$ cat src/rtl/uart_tx.sv
// rtl/uart_tx.sv - memory-mapped 8N1 UART transmitter with TX FIFO and level interrupt
module uart_tx #(
    parameter int          FIFO_DEPTH    = 4,
    parameter logic [15:0] DIVISOR_RESET = 16'h000F
) (
    input  logic        clk,
    input  logic        reset,
    input  logic [7:0]  data_in,
    input  logic        data_write,
    input  logic [15:0] divisor_in,
    input  logic [1:0]  divisor_write,
    input  logic [7:0]  config_in,
    input  logic        config_write,
    output logic [15:0] divisor_out,
    output logic [7:0]  config_out,
    output logic [7:0]  status_out,
    output logic        tx,
    output logic        tx_int
);

    localparam int AW = (FIFO_DEPTH > 1) ? $clog2(FIFO_DEPTH) : 1;
    localparam int CW = AW + 1;

    typedef enum logic [1:0] {IDLE, START, DATA, STOP} state_t;

    state_t        state;
    logic [15:0]   divisor;
    logic          en;
    logic          ie;
    logic          ovf;
    logic [7:0]    mem [FIFO_DEPTH];
    logic [AW-1:0] wr_ptr;
    logic [AW-1:0] rd_ptr;
    logic [CW-1:0] count;
    logic [7:0]    shift;
    logic [2:0]    bit_idx;
    logic [15:0]   bit_cnt;
    logic          tx_q;

    logic          empty;
    logic          full;
    logic          busy;
    logic          pop;
    logic          push;
    logic          ovf_set;
    logic [31:0]   count_ext;
    logic [3:0]    count_sat;
    logic          unused_cfg;

    assign empty     = (count == '0);
    assign full      = (count == CW'(FIFO_DEPTH));
    assign busy      = (state != IDLE);
    assign pop       = (state == IDLE) && en && !empty;
    // A pop in the same cycle frees the slot, so a write to a full FIFO still lands.
    assign push      = data_write && (!full || pop);
    assign ovf_set   = data_write && full && !pop;
    assign count_ext = 32'(count);
    assign count_sat = (count_ext > 32'd15) ? 4'hF : count_ext[3:0];
    assign unused_cfg = ^config_in[6:2];

    assign divisor_out = divisor;
    assign config_out  = {6'b0, ie, en};
    assign status_out  = {count_sat, ovf, empty, full, busy};
    assign tx          = tx_q;
    assign tx_int      = ie & empty & ~busy;

    always_ff @(posedge clk or negedge reset) begin
        if (!reset) begin
            divisor <= DIVISOR_RESET;
            en      <= 1'b0;
            ie      <= 1'b0;
            ovf     <= 1'b0;
        end else begin
            if (divisor_write[0]) divisor[7:0]  <= divisor_in[7:0];
            if (divisor_write[1]) divisor[15:8] <= divisor_in[15:8];
            if (config_write) begin
                en <= config_in[0];
                ie <= config_in[1];
            end
            if (ovf_set)
                ovf <= 1'b1;
            else if (config_write && config_in[7])
                ovf <= 1'b0;
        end
    end

    always_ff @(posedge clk) begin
        if (push) mem[wr_ptr] <= data_in;
    end

    always_ff @(posedge clk or negedge reset) begin
        if (!reset) begin
            wr_ptr <= '0;
            rd_ptr <= '0;
            count  <= '0;
        end else begin
            if (push) wr_ptr <= wr_ptr + AW'(1);
            if (pop)  rd_ptr <= rd_ptr + AW'(1);
            case ({push, pop})
                2'b10:   count <= count + CW'(1);
                2'b01:   count <= count - CW'(1);
                default: count <= count;
            endcase
        end
    end

    // Each bit reloads bit_cnt from the live divisor, so divisor writes apply from the next bit.
    always_ff @(posedge clk or negedge reset) begin
        if (!reset) begin
            state   <= IDLE;
            shift   <= 8'h00;
            bit_idx <= 3'd0;
            bit_cnt <= 16'd0;
            tx_q    <= 1'b1;
        end else begin
            case (state)
                IDLE: begin
                    tx_q <= 1'b1;
                    if (pop) begin
                        shift   <= mem[rd_ptr];
                        bit_cnt <= divisor;
                        state   <= START;
                        tx_q    <= 1'b0;
                    end
                end
                START: begin
                    if (bit_cnt == 16'd0) begin
                        bit_cnt <= divisor;
                        bit_idx <= 3'd0;
                        tx_q    <= shift[0];
                        state   <= DATA;
                    end else begin
                        bit_cnt <= bit_cnt - 16'd1;
                    end
                end
                DATA: begin
                    if (bit_cnt == 16'd0) begin
                        bit_cnt <= divisor;
                        if (bit_idx == 3'd7) begin
                            tx_q  <= 1'b1;
                            state <= STOP;
                        end else begin
                            tx_q    <= shift[1];
                            shift   <= {1'b0, shift[7:1]};
                            bit_idx <= bit_idx + 3'd1;
                        end
                    end else begin
                        bit_cnt <= bit_cnt - 16'd1;
                    end
                end
                STOP: begin
                    if (bit_cnt == 16'd0)
                        state <= IDLE;
                    else
                        bit_cnt <= bit_cnt - 16'd1;
                end
                default: begin
                    state <= IDLE;
                    tx_q  <= 1'b1;
                end
            endcase
        end
    end

endmodule

$ cat config.mk
export PLATFORM = sky130hd
export DESIGN_NAME = uart_tx
export DESIGN_NICKNAME = d
export VERILOG_FILES = /design/src/rtl/uart_tx.sv
export SDC_FILE = /design/constraint.sdc
export NUM_CORES = 1
export LEC_CHECK = 0
export ABC_CLOCK_PERIOD_IN_PS = 3000
export CORE_MARGIN = 2
export CORE_UTILIZATION = 48
export CTS_BUF_LIST = sky130_fd_sc_hd__clkbuf_8
export DETAILED_ROUTE_END_ITERATION = 6
export MAX_ROUTING_LAYER = met4
export PLACE_DENSITY = 0.73
export SYNTH_ARGS = -nofsm -noshare
export SYNTH_HDL_FRONTEND = slang
export SYNTH_SLANG_ARGS = --single-unit
$ cat constraint.sdc
create_clock -name clk -period 3 [get_ports clk]
set_input_delay 0.6 -clock clk [delete_from_list [all_inputs] [get_ports clk]]
set_output_delay 0.6 -clock clk [all_outputs]
set_load 0.005 [all_outputs]
==> results.toml <==
[worst_hold_path]
hp-class = "input port to async pin"

[finish]
area_delta_synth_final_pct = 19.2
nets = 476
drive_gt1_share_pct = 15.6
antenna_cells = 0
design_area_um2 = 5160

[synthesis]
ys_seq_area_share_pct = 54.8
synth_area_leaders = "dfrtp_1, edfxtp_1, mux2_2"
synth-edff-count = 32
ys_ff_latch = 88
synth.distinct_cells = 53
synth_most_common_cell = "dfrtp_1"
synth_top_area_share_pct = 29.5
syn_area_um2 = 4320
synth_top_area_cell = "dfrtp_1"
synth_ff_type = "dfrtp_1"
synth-async-reset-ratio_pct = 63.6
post_synth.cell_area_avg_um2 = 11.7
synth_cells = 370
synth_commonest_cells = "dfrtp_1, o21ai_0, edfxtp_1"
synth_warnings = 0

[cts]
clk_latency_ns = 0.36
cts.clk_slew.worst_paths_ns = 0.10
root_buffer = "clkbuf_8"
cts_tree = "built"
clock_sinks = 88
post_cts_resized = 0
clockBufferDepth = 2
htreeDepth = 3
cts_made_buffers = 9
postCtsHoldBufs = 0
post_cts_buffers = 0

[placement]
hpwl_um = 5920
globalplace.congestion = 0.839
postPlaceCellArea_um2 = 4960
dp_slack_ns = 0.477
port_buffers = 59

[setup_path]
crit_chain = "or3_1 -> inv_1 -> and3_1 -> clkdlybuf4s50_1"
crit_required_ns = 2.40
critPathCaptureType = "output pin"
cp_slowest_stage_delay_ns = 0.50
slowest_stage = "clkdlybuf4s50_1"
crit_fanout = 4
arrival_ns = 1.97
critPathKind = "register to output pin"
start_kind = "register"

[pwr]
power_density_nw_per_um2 = 932
seq_power_share_pct = 39.9
p_leak_nw = 2.06
combPwrFrac_pct = 43.5
netSwitchingPower_mw = 1.86
ir_worst_vdd_v = 0.000446
intPower_mw = 2.95
p_sw_share_pct = 38.7
fin_total_pwr_mw = 4.81
clock_power_share_pct = 16.6

[timing]
maxSlewHeadroom_pct = 60.4
slew_violations = 0
finClkSkew_ns = 0.00841
tightest_slew_ns = 0.593
setup_ws_ns = 0.433
grt_setup_unrepaired = "no"
setup_viol = 0
fmax_mhz = 390
post-route-period-util_pct = 85.6
final_hold_viol_count = 0
hold_ws_ns = 0.169
fin_crit_ns = 2.57
tns_ns = 0

[detailed_routing]
drc = 0
routed_wl_um = 8300
post_drt_wl_per_cell_um = 15.4
postRouteAntennaNets = 0
drtPass1Iterations = 4
vias = 2969
first_iter_violations = 141
viasPerCell = 5.52

[grt]
grt_pass1_wl_um = 14200
track_usage_pct = 18.5
grt_max_degree = 21
antenna_found_initial = 0
overflow = 0
grt_pass1_vias = 3064

[floorplanning]
io-pin-count = 72
core_um2 = 8720
die_w_um = 98.9
rows = 34
start_util_pct = 49.6
die_h_um = 98.9
dieArea_um2 = 9780

[status]
status = "finished, final reports clean"

[run]
maxCapViolations = 0
[through the flow]
step	util (%)	cells
2_1_floorplan	-	376
3_3_place_gp	56.9	522
3_5_place_dp	56.9	522
4_1_cts	59.1	538
5_1_grt	59.1	538
6_report	59.1	538
[cells by family (layout without fill, tap and decap cells)]
logic type | Yosys count | after routing | share of synthesized area, %
AO/OA/AOI/OAI | 84 | 84 | 11.5
AND/OR/NAND/NOR | 94 | 94 | 11.2
adder cells (fa/ha/maj) | 13 | 13 | 3.94
other | 1 | 7 | 0.0867
flip-flops | 88 | 88 | 54.8
XOR/XNOR | 8 | 8 | 1.62
buffers and inverters | 43 | 97 | 4.92
multiplexers | 39 | 39 | 12.0
[layout by cell type, fill, tap and decap left out, types with 3 or more instances in the layout]
cell and instances:
conb_1 7, a2bb2oi_1 3, nor4_1 4, nor3b_1 3, and2_1 4, ha_1 12, clkdlybuf4s50_1 58, and3_1 3
mux2i_1 10, o21ai_0 33, edfxtp_1 32, nor3_1 7, mux2_2 21, a211oi_1 4, a21oi_1 26, mux4_2 8
dfrtp_1 51, or2_2 3, nor2_1 30, clkbuf_8 9, dfstp_2 5, nand2_1 21, buf_4 7, nand3_1 5
xnor2_1 6, inv_8 3, inv_1 15
[power by group through the flow]
| stage | clock, mW | combinational, mW | sequential, mW |
|---|---|---|---|
| after floorplan | 0 | 1.60 | 1.82 |
| after global placement | 0 | 2.01 | 1.93 |
| after detailed placement | 0 | 2.09 | 1.94 |
| after CTS | 0.826 | 2.10 | 1.92 |
| after global routing | 0.865 | 2.34 | 1.97 |
| final | 0.798 | 2.09 | 1.92 |
[final timing paths]
kind	start	endpoint	slack, ns	cells after the start
max	count[1]$_DFFE_PN0P_	tx_int	0.43	4
min	reset	bit_cnt[0]$_DFFE_PN0P_	0.17	1
max reg2reg	bit_cnt[0]$_DFFE_PN0P_	bit_cnt[9]$_DFFE_PN0P_	0.44	8
min reg2reg	ovf$_DFFE_PN0P_	ovf$_DFFE_PN0P_	0.51	1
max in group asynchronous	reset	tx$_DFFE_PN1P_	2.15	2
min in group clk	ovf$_DFFE_PN0P_	ovf$_DFFE_PN0P_	0.51	1
[registers in the layout (all words and copies together), names as in the netlist]
name / cells
mem: 32
rd_ptr: 2
state: 2
bit_cnt: 16
en: 1
count: 3
shift: 8
ie: 1
ovf: 1
bit_idx: 3
tx: 1
wr_ptr: 2
divisor_out: 16
[cell type report]
| class | count | area [µm²] |
|---|---|---|
| Inverter | 15 | 56.3 |
| Clock buffer | 9 | 124 |
| Tap cell | 108 | 135 |
| Multi-Input combinational cell | 245 | 1770 |
| Sequential cell | 88 | 2370 |
| Fill cell | 723 | 3560 |
| Clock inverter | 7 | 68.8 |
| Timing Repair Buffer | 66 | 638 |
[critical path: cells and delay by family (launching register included)]
kind / cells / cell delay, ns
buf+inv: 2 / 0.60
simple gates: 2 / 0.60
flops: 1 / 0.42
[layer usage]
layer	vias up	part of all wire, %	GRT usage, %	routed length (µm)
li1	1428	-	-	-
met1	1455	43	22.3	3600
met2	71	51	31.2	4210
met3	15	4.3	3.76	357
met4	0	1.6	6.43	134
met5	-	0	-	0
No activity file was read; power rests on OpenSTA's default activity.
==> edit 1 (same flow settings) <==
Register the outputs `config_out`, `status_out` and `tx_int`, with the module's reset; this adds one clock of latency there. The other outputs are not delayed to match.
--- a/src/rtl/uart_tx.sv
+++ b/src/rtl/uart_tx.sv
@@ -61,6 +61,14 @@
     assign divisor_out = divisor;
-    assign config_out  = {6'b0, ie, en};
-    assign status_out  = {count_sat, ovf, empty, full, busy};
     assign tx          = tx_q;
-    assign tx_int      = ie & empty & ~busy;
+    always_ff @(posedge clk or negedge reset) begin
+        if (!reset) begin
+            config_out <= '0;
+            status_out <= '0;
+            tx_int     <= '0;
+        end else begin
+            config_out <= {6'b0, ie, en};
+            status_out <= {count_sat, ovf, empty, full, busy};
+            tx_int     <= ie & empty & ~busy;
+        end
+    end
 
Check against the original RTL: not equivalent (a bounded check fails within 4 cycles, from zero or initial values and one cycle with reset low).
==> edit 1 against the unedited design <==
Final area is 5.7% higher; non-clock buffer count fell by 3; setup slack worse by 68 ps; utilization shrank 0.45 points; sequential cell count increased by 10; highest routed layer unchanged; clock power shrank 2%; synthesized area rose by 7.1%; combinational power grew 3%; total power is 5.7% higher; global-route usage rose by 0.13 points; via count up 0.34%; critical path type is now reg -> reg; clock skew grew 7.5 ps; routed wire length increased by 2.0%.
==> edit 1: results (changes against the unedited design) <==
** Timing
- The slew at the pin with the worst max-slew slack is 1010 ps (+416 ps).
- Slew Limit Fails :: 0 (unchanged)
- The maximum clock skew at final layout is 15.9 ps (+7.47 ps).

** Clock network
- The total CTS buffers is 9 (unchanged).
- The number of buffers between clock root and the deepest sink was 2 (unchanged).
- H-tree levels :: 3 (unchanged)
- Clock tree synthesis selected as its root buffer the cell clkbuf_8.
- Post-CTS Repair Setup Buffers :: 0 (unchanged)
- Post_cts resized :: 0 (unchanged)
- Clock latency on the worst-skew pair, taken at its later pin, is 370 ps.

** Power
- Max rail drop VDD :: 0.437 mV (-2.2%)
- Static Leak :: 2.22 nW (+8.0%)

** Min path
- The min-delay analysis places its worst path in the category in -> async.

** Worst setup path
- Worst reg-to-reg path cell count :: 7 (-1)
- CP top delay family :: compound AO/OA/AOI/OAI gates
- The most critical setup path has its endpoint at bit_cnt[11]$_DFFE_PN0P_.
- The biggest fanout along the worst timing path came to 14 (+10).
- Slowest stage cell on the critical path :: a221oi_2
- The setup slack on the worst flop-to-flop path came to 370 ps (-70 ps).
- Start point of the critical path :: state[0]$_DFFE_PN0P_
- Largest stage delay on the critical path :: 850 ps (+350 ps)

** Status
- Run status :: finished, final reports clean

** Cells and area
- The filler cell count in the final layout came to 775 (+7.2%).
- Total inserted antenna cells :: 0 (unchanged)
- Register name with the most flops :: mem
- Net count, final :: 473 (-0.63%)
- The number of flip-flops in the largest register is 32 (unchanged).
- The fraction of layout cells with a size suffix above 1 is 18.3% (+2.7 points).

** Drt
- DRC violation total after the first TritonRoute iteration :: 144 (+2.1%)
- The highest metal layer carrying signal wires in the routed design is met4.
- Amount of wire on met3 after detailed routing :: 317 microns (-11%)
- Avg WL per Cell :: 15.2 microns (-1.3%)
- Vias after detailed routing :: 2979 (+0.34%)
- Total length of routed met2 wires :: 4.51 mm (+7.2%)
- The post-route met1 wirelength is 3.54 mm (-1.4%).

** Yosys
- The proportion of synthesized flip-flops having asynchronous set or reset was 67.3% (+3.7 points).
- Leading cell types by total area after synthesis :: dfrtp_1, edfxtp_1, mux2_2
- The number of enable flip-flop cells after synthesis came to 32 (unchanged).
- Most frequent cells after synthesis :: dfrtp_1, nand2_1, edfxtp_1
- Share of the yosys chip area belonging to registers :: 56.5% (+1.8 points)
- The unique cell type count in the Yosys netlist was 62 (+17%).

** GRT
- Via count of the first global-routing pass :: 3159 (+3.1%)
- The met3 track demand over resource is 3.83% (+0.072 points).
- The first-pass GRT wire length was 14.7 mm (+3.7%).
- Met1 layer usage reported by global route :: 21.5% (-0.74 points)
- The global-route usage over all layers came to 18.7% (+0.13 points).
- Met2 GRT Util :: 32.5% (+1.3 points)
- Antenna violations before repair :: 0 (unchanged)
- Pin count of the biggest net entering global routing :: 25 (+19%)

** Placed design
- The sum of net half-perimeters after detailed placement was 6.12 mm (+3.3%).
- Input/output buffers :: 59 (unchanged)
- Final Wtd Congestion :: 0.789 (-6.0%)
[edit 1: through the flow]
stage	util (%)	hold WS, ps	instances	area (sq um)	setup WS (ps)
2_1_floorplan	-	304	369	4650	904
3_3_place_gp	56.8	361	540	5270	422
3_5_place_dp	56.8	368	540	5270	380
4_1_cts	58.7	194	556	5450	350
5_1_grt	58.7	196	556	5450	64.8
6_report	58.7	188	556	5450	365
[edit 1: cell families (layout without fill, tap and decap cells)]
family | after synthesis | after routing | share of synthesized area (%)
DFF | 98 | 98 | 56.5
adders and majority gates | 13 | 13 | 3.67
other | 1 | 7 | 0.0810
AOI/OAI and AO/OA | 66 | 66 | 11.5
buffers and inverters | 36 | 94 | 4.73
muxes | 30 | 30 | 9.18
xor gates and xnor gates | 5 | 5 | 0.945
and+or+nand+nor | 114 | 114 | 13.3
[edit 1: worst register-to-register path: stages, from the launching register on]
cell and delay (ps):
dfrtp_1 380, inv_1 100, ha_1 450, nor4bb_1 320
nand4_1 150, a221oi_2 850, and2_1 250, a211o_1 100
[edit 1: power by group]
| group | internal, mW | total, mW | switching, mW |
|---|---|---|---|
| Sequential | 1.79 | 2.13 | 0.343 |
| Clock | 0.309 | 0.783 | 0.475 |
| Combinational | 1.04 | 2.16 | 1.12 |
| Total | 3.14 | 5.08 | 1.94 |
[edit 1: final cells by class]
| class | instances | area (sq um) | area share (%) |
|---|---|---|---|
| flip-flops and latches | 98 | 2620 | 48.1 |
| inverters | 15 | 56.3 | 1.03 |
| multi-input cells | 235 | 1820 | 33.3 |
| well taps | 129 | 161 | 2.96 |
| clock inverters | 7 | 55.1 | 1.01 |
| clock buffers | 9 | 124 | 2.27 |
| repair buffers | 63 | 616 | 11.3 |
==> edit 2 (config.mk and constraints unchanged) <==
Made on the original files. Change the parameter `DIVISOR_RESET` from 16'h000F to 16'h0007.
--- a/src/rtl/uart_tx.sv
+++ b/src/rtl/uart_tx.sv
@@ -3,3 +3,3 @@
     parameter int          FIFO_DEPTH    = 4,
-    parameter logic [15:0] DIVISOR_RESET = 16'h000F
+    parameter logic [15:0] DIVISOR_RESET = 16'h0007
 ) (
Function: changed (Yosys sat finds a counterexample within 4 cycles, from zero or initial values and one cycle with reset low).
==> edit 2 against the unedited design <==
Sequential cell count did not move; fmax shrank 1.3%; total power increased by 0.19%; synthesized area about the same; critical path depth is 4 higher; routed wire length grew 1.7%; synthesized cell count stayed put; setup slack got worse by 34 ps; utilization is 0.057 points higher; clock power up 0.6%; clock skew up 1.2 ps; count of clock-buffer cells in the layout is the same; final area about the same; largest power group unchanged; highest routed layer unchanged.
==> edit 2: results (changes against the unedited design) <==
** Status
- The flow ran to the end, and the final reports show no timing, DRC or antenna violations.

** Power
- The power dissipated by switching net loads is 1.87 mW (+0.36%).
- The power of the clock network was 803 uW (+0.6%).
- Max rail drop VDD :: 0.502 mV (+12%)
- Total power consumption of the routed design :: 4.81 mW (+0.19%)
- The cell leakage power came to 2.06 nW (+0.12%).

** Worst setup path
- For this design, the slowest cell found on the critical path is dfrtp_1.
- The arrival time reported for the critical path endpoint is 2900 ps (+930 ps).
- Slack of the worst reg-to-reg path :: 400 ps (-40 ps)
- Startpoint-to-endpoint class of the critical path :: reg -> reg
- Largest stage delay on the critical path :: 420 ps (-80 ps)
- The critical path starts at bit_cnt[0]$_DFFE_PN0P_.
- The biggest fanout along the worst timing path came to 10 (+6).
- Capture point of the worst reg-to-reg path :: tx$_DFFE_PN1P_

** Cells and area
- Net count, final :: 477 (+0.21%)
- FF+latch count :: 88 (unchanged)
- The filler cell count in the final layout came to 722 (-0.14%).
- The number of flip-flops in the largest register was 32 (unchanged).
- The number of buffers other than clock buffers in the final layout came to 67 (+1.5%).
- The fraction of layout cells with a size suffix above 1 was 15.5% (-0.036 points).
- The footprint of the flip-flops and latches came to 2370 sq um (about the same).
- Count of inverters other than clock inverters in the layout :: 15 (unchanged)
- Non-clock buffer share :: 12.5% (+0.13 points)
- The proportion of cell area occupied by multi-input gates is 34.2% (about the same).
- ClkCell Share :: 3.71% (-0.028 points)
- The final standard cell count with taps included and fillers excluded came to 539 (+0.19%).

** GRT
- The global-route usage over all layers was 19.2% (+0.61 points).
- The number of global-route vias before repair is 3119 (+1.8%).
- The met1 usage in global routing came to 23.1% (+0.88 points).
- Pin count of the biggest net entering global routing :: 30 (+43%)
- The first-pass GRT wire length was 14.5 mm (+2.2%).
- Met2 GRT Util :: 32.0% (+0.73 points)

** Yosys
- Warning count from the yosys run :: 0 (unchanged)
- Share of synthesized registers carrying an async set or reset :: 63.6% (unchanged)
- Leading cell types by total area after synthesis :: dfrtp_1, edfxtp_1, mux2_2
- Most frequent cells after synthesis :: dfrtp_1, o21ai_0, edfxtp_1
- Share of the yosys chip area belonging to registers :: 54.8% (about the same)

** Timing
- The maximum clock skew at final layout was 9.56 ps (+1.15 ps).
- Slew at the pin closest to its max-slew limit :: 577 ps (-16.1 ps)

** Clock network
- Post_cts resized :: 0 (unchanged)

** Drt
- Detailed Route WL :: 8.43 mm (+1.7%)
- The number of vias in the routed layout was 2974 (+0.17%).

** Placed design
- The sum of net half-perimeters after detailed placement is 6.02 mm (+1.7%).
- The weighted congestion reported at the end of routability-driven placement is 0.802 (-4.4%).
- Number of placed cells counting well taps :: 523 (+0.19%)
edit 2: changes by cell type after synthesis, sizes merged:
cell,before,now
dfstp,5,4
dfrtp,51,52
edit 2: worst min-delay path by stage:
stage | startpoint | to | slack, ps | cells past startpoint
after floorplan | reset | bit_cnt[0]$_DFFE_PN0P_ | 300 | 0
after global placement | ovf$_DFFE_PN0P_ | ovf$_DFFE_PN0P_ | 490 | 1
after detailed placement | ovf$_DFFE_PN0P_ | ovf$_DFFE_PN0P_ | 490 | 1
after CTS | reset | bit_cnt[0]$_DFFE_PN0P_ | 240 | 2
after global routing | reset | bit_cnt[0]$_DFFE_PN0P_ | 260 | 2
final | reset | bit_cnt[0]$_DFFE_PN0P_ | 220 | 2
edit 2: kinds of logic (layout without fill, tap and decap cells):
family | after synthesis | count (layout) | share of synthesized area [%]
multiplexers | 39 | 39 | 12.0
adder cells (fa/ha/maj) | 13 | 13 | 3.94
buffers and inverters | 43 | 98 | 4.92
AND/OR/NAND/NOR | 94 | 94 | 11.2
AO/OA/AOI/OAI | 84 | 84 | 11.5
other | 1 | 7 | 0.0867
flip-flops | 88 | 88 | 54.8
XOR/XNOR | 8 | 8 | 1.62
edit 2: metal layers:
layer | up-vias | share of wire, %
met2 | 58 | 52
li1 | 1429 | -
met5 | - | 0
met1 | 1474 | 43
met4 | 0 | 1.8
met3 | 13 | 3.3
edit 2: per-stage QoR:
step / hold slack [ps] / area, sq um / worst slack (ps) / utilization, %
global placement: 486 / 4970 / 578 / 57.0
finish: 221 / 5160 / 399 / 59.2
detailed placement: 493 / 4970 / 473 / 57.0
floorplan: 304 / 4350 / 777 / -
CTS: 239 / 5160 / 424 / 59.2
global route: 256 / 5160 / 218 / 59.2
